`config.mk`:
```
export PLATFORM = sky130hd
export DESIGN_NAME = axi4_lite_reg_slave
export DESIGN_NICKNAME = d
export VERILOG_FILES = /design/src/rtl/axi4_lite_pkg.sv /design/src/rtl/axi4_lite_hold_reg.sv /design/src/rtl/axi4_lite_reg_slave.sv
export SDC_FILE = /design/constraint.sdc
export NUM_CORES = 1
export LEC_CHECK = 0
export CORE_MARGIN = 8
export CORE_UTILIZATION = 51
export DETAILED_ROUTE_END_ITERATION = 8
export HOLD_SLACK_MARGIN = 0.15
export PLACE_DENSITY = 0.81
export SLEW_MARGIN = 40
export SYNTH_ARGS = -nofsm -noshare
export SYNTH_HDL_FRONTEND = slang
export SYNTH_SLANG_ARGS = --single-unit
export TNS_END_PERCENT = 1
```
`constraint.sdc`:
```
create_clock -name ACLK -period 2.35 [get_ports ACLK]
set_input_delay 0.3525 -clock ACLK [delete_from_list [all_inputs] [get_ports ACLK]]
set_output_delay 0.3525 -clock ACLK [all_outputs]
set_load 0.02 [all_outputs]
```
`src/rtl/axi4_lite_pkg.sv`:
```
// Shared AXI4-Lite response encodings and small helpers
// for the register-slave slice.
package axi4_lite_pkg;

    localparam logic [1:0] RESP_OKAY   = 2'b00;
    localparam logic [1:0] RESP_EXOKAY = 2'b01;
    localparam logic [1:0] RESP_SLVERR = 2'b10;
    localparam logic [1:0] RESP_DECERR = 2'b11;

    function automatic logic [1:0] resp_of(input logic in_range);
        return in_range ? RESP_OKAY : RESP_SLVERR;
    endfunction

endpackage

```
`src/rtl/axi4_lite_hold_reg.sv`:
```
// One-entry holder: captures a payload on load and
// keeps it flagged as held until cleared.
module axi4_lite_hold_reg
    import axi4_lite_pkg::*;
#(
    parameter int W = 8
) (
    input  logic         i_clk,
    input  logic         i_rst_n,
    input  logic         i_load,
    input  logic         i_clear,
    input  logic [W-1:0] i_d,
    output logic [W-1:0] o_q,
    output logic         o_held
);

    logic [W-1:0] r_q;
    logic         r_held;

    always_ff @(posedge i_clk or negedge i_rst_n) begin
        if (!i_rst_n) begin
            r_q    <= '0;
            r_held <= 1'b0;
        end else if (i_clear) begin
            r_held <= 1'b0;
        end else if (i_load) begin
            r_q    <= i_d;
            r_held <= 1'b1;
        end
    end

    assign o_q    = r_q;
    assign o_held = r_held;

endmodule

```
`src/rtl/axi4_lite_reg_slave.sv`:
```
// AXI4-Lite register bank responder: N_REGS byte-strobed
// registers exported to fabric with per-register write pulses.
module axi4_lite_reg_slave
    import axi4_lite_pkg::*;
#(
    parameter int N_BYTES    = 4,
    parameter int ADDR_WIDTH = 12,
    parameter int N_REGS     = 16,
    parameter logic [8*N_BYTES-1:0] RESET_VAL = '0
) (
    input  logic                        ACLK,
    input  logic                        ARESETn,
    input  logic [ADDR_WIDTH-1:0]       AWADDR,
    input  logic [2:0]                  AWPROT,
    input  logic                        AWVALID,
    output logic                        AWREADY,
    input  logic [8*N_BYTES-1:0]        WDATA,
    input  logic [N_BYTES-1:0]          WSTRB,
    input  logic                        WVALID,
    output logic                        WREADY,
    output logic [1:0]                  BRESP,
    output logic                        BVALID,
    input  logic                        BREADY,
    input  logic [ADDR_WIDTH-1:0]       ARADDR,
    input  logic [2:0]                  ARPROT,
    input  logic                        ARVALID,
    output logic                        ARREADY,
    output logic [8*N_BYTES-1:0]        RDATA,
    output logic [1:0]                  RRESP,
    output logic                        RVALID,
    input  logic                        RREADY,
    output logic [N_REGS*8*N_BYTES-1:0] reg_q,
    output logic [N_REGS-1:0]           wr_pulse
);

    localparam int DW    = 8 * N_BYTES;
    localparam int OFF_W = $clog2(N_BYTES);
    localparam int IDX_W = $clog2(N_REGS);
    localparam int DEC_W = OFF_W + IDX_W;

    if (ADDR_WIDTH < DEC_W) begin : g_addr_chk
        $error("ADDR_WIDTH too narrow for N_REGS*N_BYTES");
    end
    if (N_BYTES != 4 && N_BYTES != 8) begin : g_bytes_chk
        $error("N_BYTES must be 4 or 8");
    end
    if (N_REGS < 2 || (N_REGS & (N_REGS - 1)) != 0) begin : g_regs_chk
        $error("N_REGS must be a power of two >= 2");
    end

    // Anything above the decoded field set means out of range.
    function automatic logic f_in_range(input logic [ADDR_WIDTH-1:0] a);
        return (a >> DEC_W) == '0;
    endfunction

    logic                  r_rdy_en;
    logic [DW-1:0]         r_regs [N_REGS];

    logic [ADDR_WIDTH-1:0] w_aw_addr;
    logic                  w_aw_held;
    logic [DW+N_BYTES-1:0] w_w_q;
    logic                  w_w_held;
    logic [DW-1:0]         w_wr_data;
    logic [N_BYTES-1:0]    w_wr_strb;
    logic [IDX_W-1:0]      w_aw_idx;
    logic [IDX_W-1:0]      w_ar_idx;
    logic                  w_aw_ok;
    logic                  w_ar_ok;
    logic                  w_aw_hs;
    logic                  w_w_hs;
    logic                  w_ar_hs;
    logic                  w_commit;
    logic                  w_unused;

    always_ff @(posedge ACLK or negedge ARESETn) begin
        if (!ARESETn) r_rdy_en <= 1'b0;
        else          r_rdy_en <= 1'b1;
    end

    assign AWREADY = r_rdy_en & ~w_aw_held;
    assign WREADY  = r_rdy_en & ~w_w_held;
    assign ARREADY = r_rdy_en & ~RVALID;

    assign w_aw_hs  = AWVALID & AWREADY;
    assign w_w_hs   = WVALID & WREADY;
    assign w_ar_hs  = ARVALID & ARREADY;
    assign w_commit = w_aw_held & w_w_held & ~BVALID;

    axi4_lite_hold_reg #(.W(ADDR_WIDTH)) u_aw_hold (
        .i_clk   (ACLK),
        .i_rst_n (ARESETn),
        .i_load  (w_aw_hs),
        .i_clear (w_commit),
        .i_d     (AWADDR),
        .o_q     (w_aw_addr),
        .o_held  (w_aw_held)
    );

    axi4_lite_hold_reg #(.W(DW + N_BYTES)) u_w_hold (
        .i_clk   (ACLK),
        .i_rst_n (ARESETn),
        .i_load  (w_w_hs),
        .i_clear (w_commit),
        .i_d     ({WSTRB, WDATA}),
        .o_q     (w_w_q),
        .o_held  (w_w_held)
    );

    assign w_wr_data = w_w_q[DW-1:0];
    assign w_wr_strb = w_w_q[DW +: N_BYTES];
    assign w_aw_idx  = w_aw_addr[OFF_W +: IDX_W];
    assign w_ar_idx  = ARADDR[OFF_W +: IDX_W];
    assign w_aw_ok   = f_in_range(w_aw_addr);
    assign w_ar_ok   = f_in_range(ARADDR);

    always_ff @(posedge ACLK or negedge ARESETn) begin
        if (!ARESETn) begin
            for (int i = 0; i < N_REGS; i++) r_regs[i] <= RESET_VAL;
            BVALID   <= 1'b0;
            BRESP    <= RESP_OKAY;
            wr_pulse <= '0;
        end else begin
            wr_pulse <= '0;
            if (w_commit) begin
                BVALID <= 1'b1;
                BRESP  <= resp_of(w_aw_ok);
                if (w_aw_ok) begin
                    for (int k = 0; k < N_BYTES; k++) begin
                        if (w_wr_strb[k])
                            r_regs[w_aw_idx][8*k +: 8] <= w_wr_data[8*k +: 8];
                    end
                    wr_pulse[w_aw_idx] <= 1'b1;
                end
            end else if (BVALID && BREADY) begin
                BVALID <= 1'b0;
            end
        end
    end

    // Reads sample r_regs before any same-edge commit lands.
    always_ff @(posedge ACLK or negedge ARESETn) begin
        if (!ARESETn) begin
            RVALID <= 1'b0;
            RDATA  <= '0;
            RRESP  <= RESP_OKAY;
        end else if (w_ar_hs) begin
            RVALID <= 1'b1;
            RDATA  <= w_ar_ok ? r_regs[w_ar_idx] : '0;
            RRESP  <= resp_of(w_ar_ok);
        end else if (RVALID && RREADY) begin
            RVALID <= 1'b0;
        end
    end

    for (genvar g = 0; g < N_REGS; g++) begin : g_regq
        assign reg_q[g*DW +: DW] = r_regs[g];
    end

    assign w_unused = ^{AWPROT, ARPROT, w_aw_addr[OFF_W-1:0], ARADDR[OFF_W-1:0]};

endmodule

```
==> results of run 1 <==
[final cells by class]
type	instances	area, µm²
Antenna cell	2	5.00
Clock buffer	82	1780
Clock inverter	33	435
Fill cell	3461	16100
Inverter	4	15.0
Multi-Input combinational cell	983	11900
Sequential cell	613	15300
Tap cell	696	871
Timing Repair Buffer	718	7280
[placed cells by master (no fill, tap or decap), types with 5 or more instances in the layout]
master,n
mux4_2,128
mux2i_1,64
mux2_2,581
clkinvlp_4,9
o21ai_0,35
clkbuf_8,14
bufinv_16,9
nand2_1,48
clkbuf_16,63
clkdlybuf4s50_1,622
nor2_1,13
dfrtp_1,613
buf_12,25
mux2_1,9
nand3_1,7
nor2_2,17
nor2_8,40
clkbuf_1,6
nor2b_1,5
buf_4,64
clkinv_2,9
nand3_2,8
[final timing paths]
check / cells after the start / slack, ns / endpoint
setup / recovery: 2 / 0.05 / AWREADY
hold / removal: 2 / 0.23 / RDATA[23]$_DFFE_PN0P_
setup reg to reg: 7 / 0.13 / reg_q[462]$_DFFE_PN0P_
hold reg to reg: 2 / 0.48 / RDATA[21]$_DFFE_PN0P_
max in group asynchronous: 4 / 1.15 / reg_q[89]$_DFFE_PN0P_
min in group ACLK: 2 / 0.30 / RVALID$_DFFE_PN0P_
[power by group through the flow]
stage               combinational [µW]  clock, µW  sequential [µW]
detailed placement                3970          0            13300
global placement                  3880          0            13200
finish                            3950      10600            13200
global route                      4180      11100            13300
floorplan                         2480          0            12500
CTS                               3990      10700            13100
[state kept, by name, summed over array words and instances (netlist names)]
| register | flops |
|---|---|
| RDATA | 32 |
| u_aw_hold.o_held | 1 |
| RRESP | 1 |
| reg_q | 512 |
| wr_pulse | 16 |
| BVALID | 1 |
| RVALID | 1 |
| u_w_hold.o_q | 36 |
| u_aw_hold.o_q | 10 |
| BRESP | 1 |
| u_w_hold.o_held | 1 |
| r_rdy_en | 1 |
[metrics by stage]
stage               total power, µW  cells  TNS (ns)  util (%)  area [µm²]
floorplan                     14900   1698         0         -       27600
global placement              17100   3013    -0.550      65.8       35400
detailed placement            17300   3013     -1.36      65.8       35400
CTS                           27800   3129         0      70.0       37600
global route                  28600   3131         0      70.0       37600
finish                        27700   3131         0      70.0       37600
[layer usage]
metal / GRT usage (%) / wire length (µm) / vias up / share of wire [%]
met5: 0 / 13 / - / 0.013
met4: 12.5 / 4070 / 2 / 4.2
met3: 8.32 / 7820 / 228 / 8.1
met2: 51.4 / 47900 / 936 / 50
met1: 37.8 / 36500 / 9996 / 38
li1: - / - / 7668 / -
[repair_timing]
item                                    in CTS  in global routing
cloned                                       0                  0
endpoints found under the setup margin       1                  1
hold buffers                                 1                  0
endpoints found under the hold margin      397                  0
gates resized for setup                      1                  1
[kinds of logic after synthesis]
group	Yosys count	synth area share, %
multiplexers	782	36.8
AO/OA/AOI/OAI	38	0.706
flip-flops	613	55.5
AND/OR/NAND/NOR	160	5.36
other	2	0.0272
buffers and inverters	102	1.61
==> flow_metrics.env, run 1 <==
export IMPL_pwr_share_clk_pct=38.1
export IMPL_yosys_area_top_type="dfrtp_1"
export IMPL_seqPwrFrac_pct=47.6
export IMPL_postCtsSetupRepairBufs=0
export IMPL_critPathKind="reg -> out"
export IMPL_status="complete, no violations"
export IMPL_setup_viol=0
export IMPL_routedWlPerCell_um=30.8
export IMPL_r2r_start="u_aw_hold.o_q[7]$_DFFE_PN0P_"
export IMPL_cts_buffers=61
export IMPL_cts_tree="done"
export IMPL_comb_power_share_pct=14.2
export IMPL_critPathMaxFanout=3
export IMPL_fmax_mhz=434
export IMPL_drt_pass1_iter_count=7
export IMPL_crit_path_top_delay_cell="clkdlybuf4s50_1"
export IMPL_core_mm2=0.0537
export IMPL_rsz0062_at_grt="no"
export IMPL_drive_above_1_share_pct=40.4
export IMPL_worst_pin_slew_ns=0.722
export IMPL_post_drt_via_cell_ratio=6.01
export IMPL_synth_top_cell_area_share_pct=55.5
export IMPL_min_period_ns=2.30
export IMPL_grtUsageTotal_pct=30.8
export IMPL_relSlewSlack_pct=51.9
export IMPL_hpwl_mm=68.9
export IMPL_synthTopCellsByArea="dfrtp_1 (56%), mux2_2 (24%), mux4_2 (10%), nor2_8 (2.9%), mux2i_1 (2.3%)"
export IMPL_ys_ff_latch=613
export IMPL_cp_start_kind="flop"
export IMPL_synth_common_cells="dfrtp_1 (613), mux2_2 (581), mux4_2 (128), mux2i_1 (64), clkbuf_1 (63)"
export IMPL_yosys_warnings=0
export IMPL_required_ns=2.00
export IMPL_start_util_pct=51.5
export IMPL_cts_root_buf="clkbuf_16"
export IMPL_ctsLongestPathBuffers=3
export IMPL_die_h_um=249
export IMPL_path_delay_family="buffers and inverters"
export IMPL_p_int_uw=19400
export IMPL_vdd_drop_max_v=0.000884
export IMPL_num_vias=18800
export IMPL_synthCells=1697
export IMPL_clock_skew_ns=0.0221
export IMPL_drcViolationCount=0
export IMPL_grt_pass1_wl_mm=144
export IMPL_gp_congestion=0.911
export IMPL_crit_start="r_rdy_en$_DFF_PN0_"
export IMPL_holdWs_ns=0.231
export IMPL_setup_ws_ns=0.0466
export IMPL_ant_nets=0
export IMPL_postSynth_asyncResetShare_pct=100
export IMPL_worstPathCellList="nor2b_1 -> clkdlybuf4s50_1"
export IMPL_cap_violations=0
export IMPL_fp_dieW_um=249
export IMPL_p_sw_share_pct=30.1
export IMPL_crit_path_max_incr_delay_ns=0.64
export IMPL_insertion_delay_ns=0.63
export IMPL_synth_edf_count=0
export IMPL_cts_clk_slew_worst_paths_ns=0.06
export IMPL_area_delta_synth_final_pct=36.0
export IMPL_grt_pass1_vias=20700
export IMPL_drt_iter0_drc=1103
export IMPL_synth_avg_cell_area_um2=16.3
export IMPL_port_buffers=629
export IMPL_end_kind="primary output"
export IMPL_boundaryPins=642
export IMPL_hold_path_class="in -> async"
export IMPL_path_buf_inv=1
export IMPL_synth_ff_type="dfrtp_1"
export IMPL_powerDensity_mw_per_mm2=738
export IMPL_place_ws_ns=-0.149
export IMPL_grt_max_degree=101
export IMPL_antenna_found_initial=5
export IMPL_hold_viol_final=0
export IMPL_grt_overflow=0
export IMPL_seq_area_frac_synth_pct=55.5
export IMPL_htree_levels=2
export IMPL_cts_sinks=613
export IMPL_ys_types=32
export IMPL_synthMostInstantiatedCell="dfrtp_1"
export IMPL_report_final_slew_viol_count=0
export IMPL_switchingPower_uw=8340
export IMPL_die_area_mm2=0.0619
export IMPL_fin_nets=2454
export IMPL_worst_ep_arrival_time_ns=1.95
export IMPL_fin_crit_sh_pct=98.0
export IMPL_row_count=85
export IMPL_p_leak_uw=0.0178
export IMPL_drt_wl_total_mm=96.3
export IMPL_synth_area_mm2=0.0276
Note: power is estimated with default switching activity, not from simulation.
==> run 2: changes to the inputs <==
- SKIP_CTS_REPAIR_TIMING: not set -> 1
==> flow_metrics.env, run 2 (synthesized netlist as in run 1, its figures left out) <==
export IMPL_p_int_uw=19400
export IMPL_worst_ep_arrival_time_ns=1.96
export IMPL_cts_sinks=613
export IMPL_cts_root_buf="clkbuf_16"
export IMPL_hold_path_class="in -> async"
export IMPL_relSlewSlack_pct=51.3
export IMPL_p_sw_share_pct=30.1
export IMPL_powerDensity_mw_per_mm2=738
export IMPL_grt_overflow=0
export IMPL_crit_path_max_incr_delay_ns=0.64
export IMPL_pwr_share_clk_pct=38.1
export IMPL_r2r_start="u_aw_hold.o_q[7]$_DFFE_PN0P_"
export IMPL_die_h_um=249
export IMPL_area_delta_synth_final_pct=36.0
export IMPL_setup_viol=0
export IMPL_largest_reg_flops=512
export IMPL_port_buffers=629
export IMPL_vdd_drop_max_v=0.000884
export IMPL_crit_path_top_delay_cell="clkdlybuf4s50_1"
export IMPL_ctsLongestPathBuffers=3
export IMPL_fin_cells=3131
export IMPL_grt_pass1_vias=20600
export IMPL_die_area_mm2=0.0619
export IMPL_seqPwrFrac_pct=47.6
export IMPL_placedCellCount=3013
export IMPL_layout_commonest_cell="clkdlybuf4s50_1"
export IMPL_status="complete, no violations"
export IMPL_ant_nets=0
export IMPL_drt_iter0_drc=1165
export IMPL_place_ws_ns=-0.149
export IMPL_routedWlPerCell_um=30.8
export IMPL_num_vias=18800
export IMPL_rsz0062_at_grt="no"
export IMPL_drt_wl_total_mm=96.3
export IMPL_cts_tree="done"
export IMPL_reg2reg_depth=7
export IMPL_post_drt_via_cell_ratio=5.99
export IMPL_drive_above_1_share_pct=40.4
export IMPL_gp_congestion=0.911
export IMPL_report_final_slew_viol_count=0
export IMPL_grt_pass1_wl_mm=144
export IMPL_comb_power_share_pct=14.3
export IMPL_cts_buffers=61
export IMPL_switchingPower_uw=8340
export IMPL_critPathKind="reg -> out"
export IMPL_fillers=3461
export IMPL_drt_pass1_iter_count=4
export IMPL_holdWs_ns=0.235
export IMPL_start_util_pct=51.5
export IMPL_fin_nets=2454
export IMPL_grtUsageTotal_pct=30.8
export IMPL_critPathMaxFanout=3
export IMPL_cp_start_kind="flop"
export IMPL_boundaryPins=642
export IMPL_end_kind="primary output"
export IMPL_drcViolationCount=0
export IMPL_cap_violations=0
export IMPL_fmax_mhz=433
export IMPL_core_mm2=0.0537
export IMPL_final_cell_mix="clkdlybuf4s50_1 (622), dfrtp_1 (613), mux2_2 (581)"
export IMPL_row_count=85
export IMPL_worst_pin_slew_ns=0.730
export IMPL_hpwl_mm=68.9
export IMPL_setup_ws_ns=0.0379
export IMPL_antenna_found_initial=5
export IMPL_p_leak_uw=0.0178
export IMPL_clock_skew_ns=0.0233
export IMPL_grt_max_degree=101
export IMPL_insertion_delay_ns=0.62
export IMPL_worstPathCellList="nor2b_1 -> clkdlybuf4s50_1"
export IMPL_required_ns=2.00
export IMPL_hold_viol_final=0
export IMPL_fin_crit_sh_pct=98.4
export IMPL_min_period_ns=2.31
export IMPL_reg2reg_slack_ns=0.13
export IMPL_r2r_end="reg_q[462]$_DFFE_PN0P_"
export IMPL_cts_clk_slew_worst_paths_ns=0.06
export IMPL_htree_levels=2
export IMPL_fp_dieW_um=249
run 2: changes by cell type in the layout (fill, tap and decap cells not counted), sizes merged:
cell,before,now
dlygate4sd2,1,0
dlymetal6s2s,1,2
run 2: worst max-delay path by stage:
stage | startpoint | endpoint
2_1_floorplan | BVALID$_DFFE_PN0P_ | reg_q[192]$_DFFE_PN0P_
3_3_place_gp | ARADDR[7] | RRESP[1]$_DFFE_PN0P_
3_5_place_dp | ARADDR[7] | RDATA[14]$_DFFE_PN0P_
4_1_cts | r_rdy_en$_DFF_PN0_ | WREADY
5_1_grt | r_rdy_en$_DFF_PN0_ | AWREADY
6_report | r_rdy_en$_DFF_PN0_ | AWREADY
run 2: metrics by stage:
step / cell area [µm²] / power [µW] / TNS, ns / utilization, %
floorplan: 27600 / 14900 / 0 / -
global placement: 35400 / 17100 / -0.550 / 65.8
detailed placement: 35400 / 17300 / -1.36 / 65.8
CTS: 37600 / 27800 / -0.0186 / 70.0
global route: 37600 / 28600 / 0 / 70.0
finish: 37600 / 27700 / 0 / 70.0
run 2: power groups by stage:
stage | clock [µW] | combinational (µW) | sequential (µW)
6_report | 10600 | 3960 | 13200
5_1_grt | 11100 | 4180 | 13300
4_1_cts | 10700 | 3990 | 13100
3_5_place_dp | 0 | 3970 | 13300
3_3_place_gp | 0 | 3880 | 13200
2_1_floorplan | 0 | 2480 | 12500
run 2: final cells by class:
type	count	area (µm²)	share of cell area [%]
Timing Repair Buffer	718	7290	19.4
Tap cell	696	871	2.32
Sequential cell	613	15300	40.8
Multi-Input combinational cell	983	11900	31.6
Inverter	4	15.0	0.0399
Clock inverter	33	435	1.16
Clock buffer	82	1780	4.73
Antenna cell	2	5.00	0.0133
run 2: metal layers:
layer	up-vias	wire, µm	GRT usage, %
li1	7667	-	-
met1	9945	36300	37.8
met2	930	47800	51.4
met3	223	8110	8.32
met4	2	4020	12.5
met5	-	13	0
run 2: critical path: cells and delay by family, from the launching register on:
family | cells | cell delay, ns
simple gates | 1 | 0.25
flops | 1 | 0.46
buf+inv | 1 | 0.64
==> RTL edit 1, RTL diff (settings of run 1) <==
`ADDR_WIDTH`: 12 -> 13.
--- a/src/rtl/axi4_lite_reg_slave.sv
+++ b/src/rtl/axi4_lite_reg_slave.sv
@@ -4,7 +4,7 @@
     import axi4_lite_pkg::*;
 #(
     parameter int N_BYTES    = 4,
-    parameter int ADDR_WIDTH = 12,
+    parameter int ADDR_WIDTH = 13,
     parameter int N_REGS     = 16,
     parameter logic [8*N_BYTES-1:0] RESET_VAL = '0
 ) (
Interface: changed (resized ARADDR and AWADDR); port bits go from 642 to 644. The function was not compared with the original's and may differ.
==> RTL edit 1 against run 1 <==
  * Total power down 7.7%
  * Non-clock buffer count increased by 50
  * Fmax up 0.47%
  * Area after synthesis is 2.9% lower
  * Cell area fell by 1.5%
  * Sequential cell count increased by 1
  * Critical path depth unchanged
  * Setup slack improved by 11 ps
  * Routed wire length is 0.98% lower
  * Global-route usage is 0.44 points higher
==> RTL edit 1: results (changes against run 1) <==
* IO buf count at 631 (+0.32%)
* Gr usage total at 31.2% (+0.44 points)
* Clk_skew at 25.3 ps (+3.27 ps)
* Clock buffer count from CTS at 66 (+8.2%)
* Final Non-Filler Cells at 3,135 (+0.13%)
* Vias after detailed routing at 19.0k (+1.1%)
* Slew HR at 52.0% (+0.099 points)
* RD Place Congestion at 0.928 (+1.8%)
* Global routing met2 resource utilization at 51.5% (+0.067 points)
* Clock share of power at 39.6% (+1.5 points)
* Largest net degree at the start of global routing at 100 (-0.99%)
* Synth area leaders: dfrtp_1 57%, mux2_2 25%, mux4_2 11%
* Share of layout cells above drive strength 1 at 41.9% (+1.5 points)
* Dpl ws at -276 ps (-127 ps)
* Commonest cells post-synth: 614 x dfrtp_1, 590 x mux2_2, 128 x mux4_2
* Drt first-iter violations at 1,407 (+28%)
* Clock latency on the worst-skew pair at 600 ps (-30 ps)
* Cells after DPL at 3,026 (+0.43%)
* Global-route wire length before repair at 140,000 um (-2.8%)
* H-tree depth at 3 (+1)
* Sequential area share after synthesis at 57.2% (+1.7 points)
* Net Switching at 0.00728 W (-13%)
* Area after DPL at 34,900 um^2 (-1.2%)
* Drt total wl at 95,400 um (-0.98%)
* GRT met3 Usage at 9.97% (+1.6 points)
* Routed met1 length at 34,900 um (-4.3%)
* Sequential cell area at 15,400 um^2 (+0.16%)
* Crit path max fanout at 4 (+1)
* Initial antenna violation count at 7 (+2)
* Vias in the first global route at 20.5k (-0.81%)
* Fin nets at 2,482 (+1.1%)
* Leak pwr at 16.8 nW (-5.7%)
* Status: completed
* DRT Pass-1 Iters at 6 (-1)
* Top routing layer used: met5
* Met1 GRT Util at 37.9% (+0.080 points)
* IR drop worst, VDD at 0.000585 V (-34%)
* Fillcell total at 3,396 (-1.9%)
* DR WL met2 at 47,300 um (-1.3%)
* Clk root buf: clkbuf_16
* Met3 routed WL at 9470 um (+21%)
* Dpl hpwl at 69,200 um (+0.46%)
* Cells after synthesis at 1,665 (-1.9%)
-- RTL edit 1: cell count changes in the layout (fill, tap and decap cells not counted), sizes merged, moves of 6 or more --
cell / delta
nand2: -44
nor3: +10
nand4: +14
nand3: -14
mux2i: -32
clkinvlp: -7
buf: +47
clkbuf: +6
a22oi: +31
-- RTL edit 1: kinds of logic after synthesis --
group / count (synthesis) / share of synthesized area [%]
compound gates: 70 / 1.61
buf+inv: 100 / 1.50
flops: 614 / 57.2
mux: 750 / 36.7
other cells: 2 / 0.0280
simple gates: 129 / 2.94
-- RTL edit 1: final cells by class --
cell class / count / share of cell area (%)
well taps: 688 / 2.32
multi-input cells: 952 / 30.0
diodes: 4 / 0.0270
clock inverters: 16 / 0.530
clock buffers: 88 / 5.06
flip-flops and latches: 614 / 41.5
inverters: 5 / 0.0507
repair buffers: 768 / 20.5
-- RTL edit 1: critical path: stages, from the launching register on --
cell	delay (ps)
dfrtp_1	420
nor2b_1	270
clkdlybuf4s50_1	660
-- RTL edit 1: stage by stage --
step	setup TNS, ps	power [W]
after floorplan	0	0.0137
after detailed placement	-7800	0.0156
final	0	0.0256
after CTS	0	0.0257
after global routing	0	0.0265
after global placement	-6280	0.0154
-- RTL edit 1: worst paths after layout --
kind	cells past startpoint	endpoint	slack (ps)	start
min in group ACLK	3	RDATA[4]	320	ARADDR[3]
setup / recovery	2	AWREADY	60	r_rdy_en
hold / removal	2	u_w_hold.o_q[29]	270	ARESETn
max in group asynchronous	3	reg_q[307]	1120	ARESETn
hold reg to reg	2	RDATA[1]	530	RDATA[1]
setup reg to reg	5	reg_q[485]	130	u_aw_hold.o_q[8]
-- RTL edit 1: what timing repair did --
action,4_1_cts,5_1_grt
hold endpoints to repair,234,0
resized for setup,1,1
hold buffers,1,0
setup endpoints to repair,1,1
==> RTL edit 2, RTL diff (config.mk and constraints of run 1) <==
Made on the original files. Make the reset (`ARESETn` and `i_rst_n`) synchronous in 4 clocked blocks.
--- a/src/rtl/axi4_lite_hold_reg.sv
+++ b/src/rtl/axi4_lite_hold_reg.sv
@@ -17,7 +17,7 @@
     logic [W-1:0] r_q;
     logic         r_held;
 
-    always_ff @(posedge i_clk or negedge i_rst_n) begin
+    always_ff @(posedge i_clk) begin
         if (!i_rst_n) begin
             r_q    <= '0;
             r_held <= 1'b0;
--- a/src/rtl/axi4_lite_reg_slave.sv
+++ b/src/rtl/axi4_lite_reg_slave.sv
@@ -72,7 +72,7 @@
     logic                  w_commit;
     logic                  w_unused;
 
-    always_ff @(posedge ACLK or negedge ARESETn) begin
+    always_ff @(posedge ACLK) begin
         if (!ARESETn) r_rdy_en <= 1'b0;
         else          r_rdy_en <= 1'b1;
     end
@@ -113,7 +113,7 @@
     assign w_aw_ok   = f_in_range(w_aw_addr);
     assign w_ar_ok   = f_in_range(ARADDR);
 
-    always_ff @(posedge ACLK or negedge ARESETn) begin
+    always_ff @(posedge ACLK) begin
         if (!ARESETn) begin
             for (int i = 0; i < N_REGS; i++) r_regs[i] <= RESET_VAL;
             BVALID   <= 1'b0;
@@ -138,7 +138,7 @@
     end
 
     // Reads sample r_regs before any same-edge commit lands.
-    always_ff @(posedge ACLK or negedge ARESETn) begin
+    always_ff @(posedge ACLK) begin
         if (!ARESETn) begin
             RVALID <= 1'b0;
             RDATA  <= '0;
Function: not settled (the Yosys comparison gave no result); the edit may change what the design does.
==> RTL edit 2 against run 1 <==
  * Register-to-register slack improved by 40 ps
  * Sequential cell count did not move
  * Combinational power shrank 26%
  * Cell area down 2.9%
  * Highest routed layer is now met4
  * Sequential share of layout area up 6.9 points
  * Final cell count increased by 5.0%
  * Area after synthesis shrank 2.9%
  * Total power decreased by 9.8%
  * Worst hold slack got worse by 37 ps
  * Synthesized cell count is 14% higher
  * Routed wire length is 9.9% higher
  * Setup slack gained 72 ps
  * Fmax grew 3.2%
==> RTL edit 2: results (changes against run 1) <==
* IR drop worst, VDD at 0.000587 V (-34%)
* Post-synth EDFFs at 512 (+512)
* Area after DPL at 34,500 um^2 (-2.5%)
* Vias/cell at 6.69 (+11%)
* Resize count post-CTS at 0 (-1)
* Ant. Diodes at 0 (-2)
* Compound-cell area share of the yosys netlist at 3.94% (+3.2 points)
* Initial antenna violation count at 0 (-5)
* Reg2reg start: u_aw_hold.o_q[7]
* Fillcell total at 3,471 (+0.29%)
* Global-route wire length before repair at 151,000 um (+5.1%)
* Synth area leaders: edfxtp_1 57%, mux4_2 11%, dfxtp_1 7.5%
* Mux contribution to synthesized area at 13.5% (-23 points)
* RD Place Congestion at 0.981 (+7.6%)
* Crit path max fanout at 8 (+5)
* Multi-input gates at 1,072 (+9.1%)
* Bufs w/o clock at 792 (+10%)
* Fin nets at 2,619 (+6.7%)
* Switch share at 24.7% (-5.3 points)
* Fraction of area in registers at 47.7% (+6.9 points)
* Most flops, register: r_regs
* Status: completed
* Sequential cell area at 17,400 um^2 (+13%)
* Clock buffers at 92 (+12%)
* Logic inverters at 7 (+3)
* Area of the multi-input gates at 8460 um^2 (-29%)
* Tot Pwr at 0.0250 W (-9.8%)
* Drt total wl at 106,000 um (+9.9%)
* Vias in the first global route at 21.7k (+5.3%)
* Largest net degree at the start of global routing at 77 (-24%)
* Drt first-iter violations at 3,142 (+180%)
* Critical Path AT at 1880 ps (-70 ps)
* Slew @ Worst Pin at 844 ps (+122 ps)
* Clock buffer count from CTS at 60 (-1.6%)
* Cells after DPL at 3,171 (+5.2%)
* Gr usage total at 33.8% (+3.0 points)
* Dpl ws at 128 ps (+277 ps)
* Post-synth ARST share at 0% (-100 points)
* Commonest cells post-synth: 512 x edfxtp_1, 388 x nor3_1, 206 x clkbuf_1
* Critical path launch point: r_rdy_en
* DRT Pass-1 Iters at 6 (-1)
* Data buffer area share at 21.2% (+1.9 points)
* Dpl hpwl at 74,800 um (+8.6%)
* Share of layout cells above drive strength 1 at 15.5% (-25 points)
* Clock share of power at 38.5% (+0.4 points)
RTL edit 2: cell types whose count changed after synthesis, sizes merged, moves of 31 or more:
cell	delta
clkbuf	+144
nor4	+129
a21boi	+38
nor3	+384
o221ai	+32
nand3	+31
mux2	-590
edfxtp	+512
dfrtp	-613
nand2	+59
o31ai	+48
dfxtp	+101
nor2	-54
RTL edit 2: worst paths after layout:
| kind | to | slack (ps) | cells past startpoint |
|---|---|---|---|
| worst min register to register | u_w_hold.o_q[6] | 470 | 2 |
| worst min-delay path | r_rdy_en | 190 | 2 |
| worst max register to register | r_regs[10][3] | 170 | 5 |
| worst max-delay path | WREADY | 120 | 2 |
RTL edit 2: critical path, stage by stage, from the launching register on:
cell and delay, ps:
dfxtp_1 440, nor2b_1 200, clkdlybuf4s50_1 630
RTL edit 2: per-layer routing:
metal  global-route usage [%]  part of all wire [%]  up-vias
met2                     54.7                    48     2068
met3                     9.84                    14      324
met1                     42.1                    33    10712
met5                        0                     0        -
li1                         -                     -     8873
met4                     14.7                   4.9        0
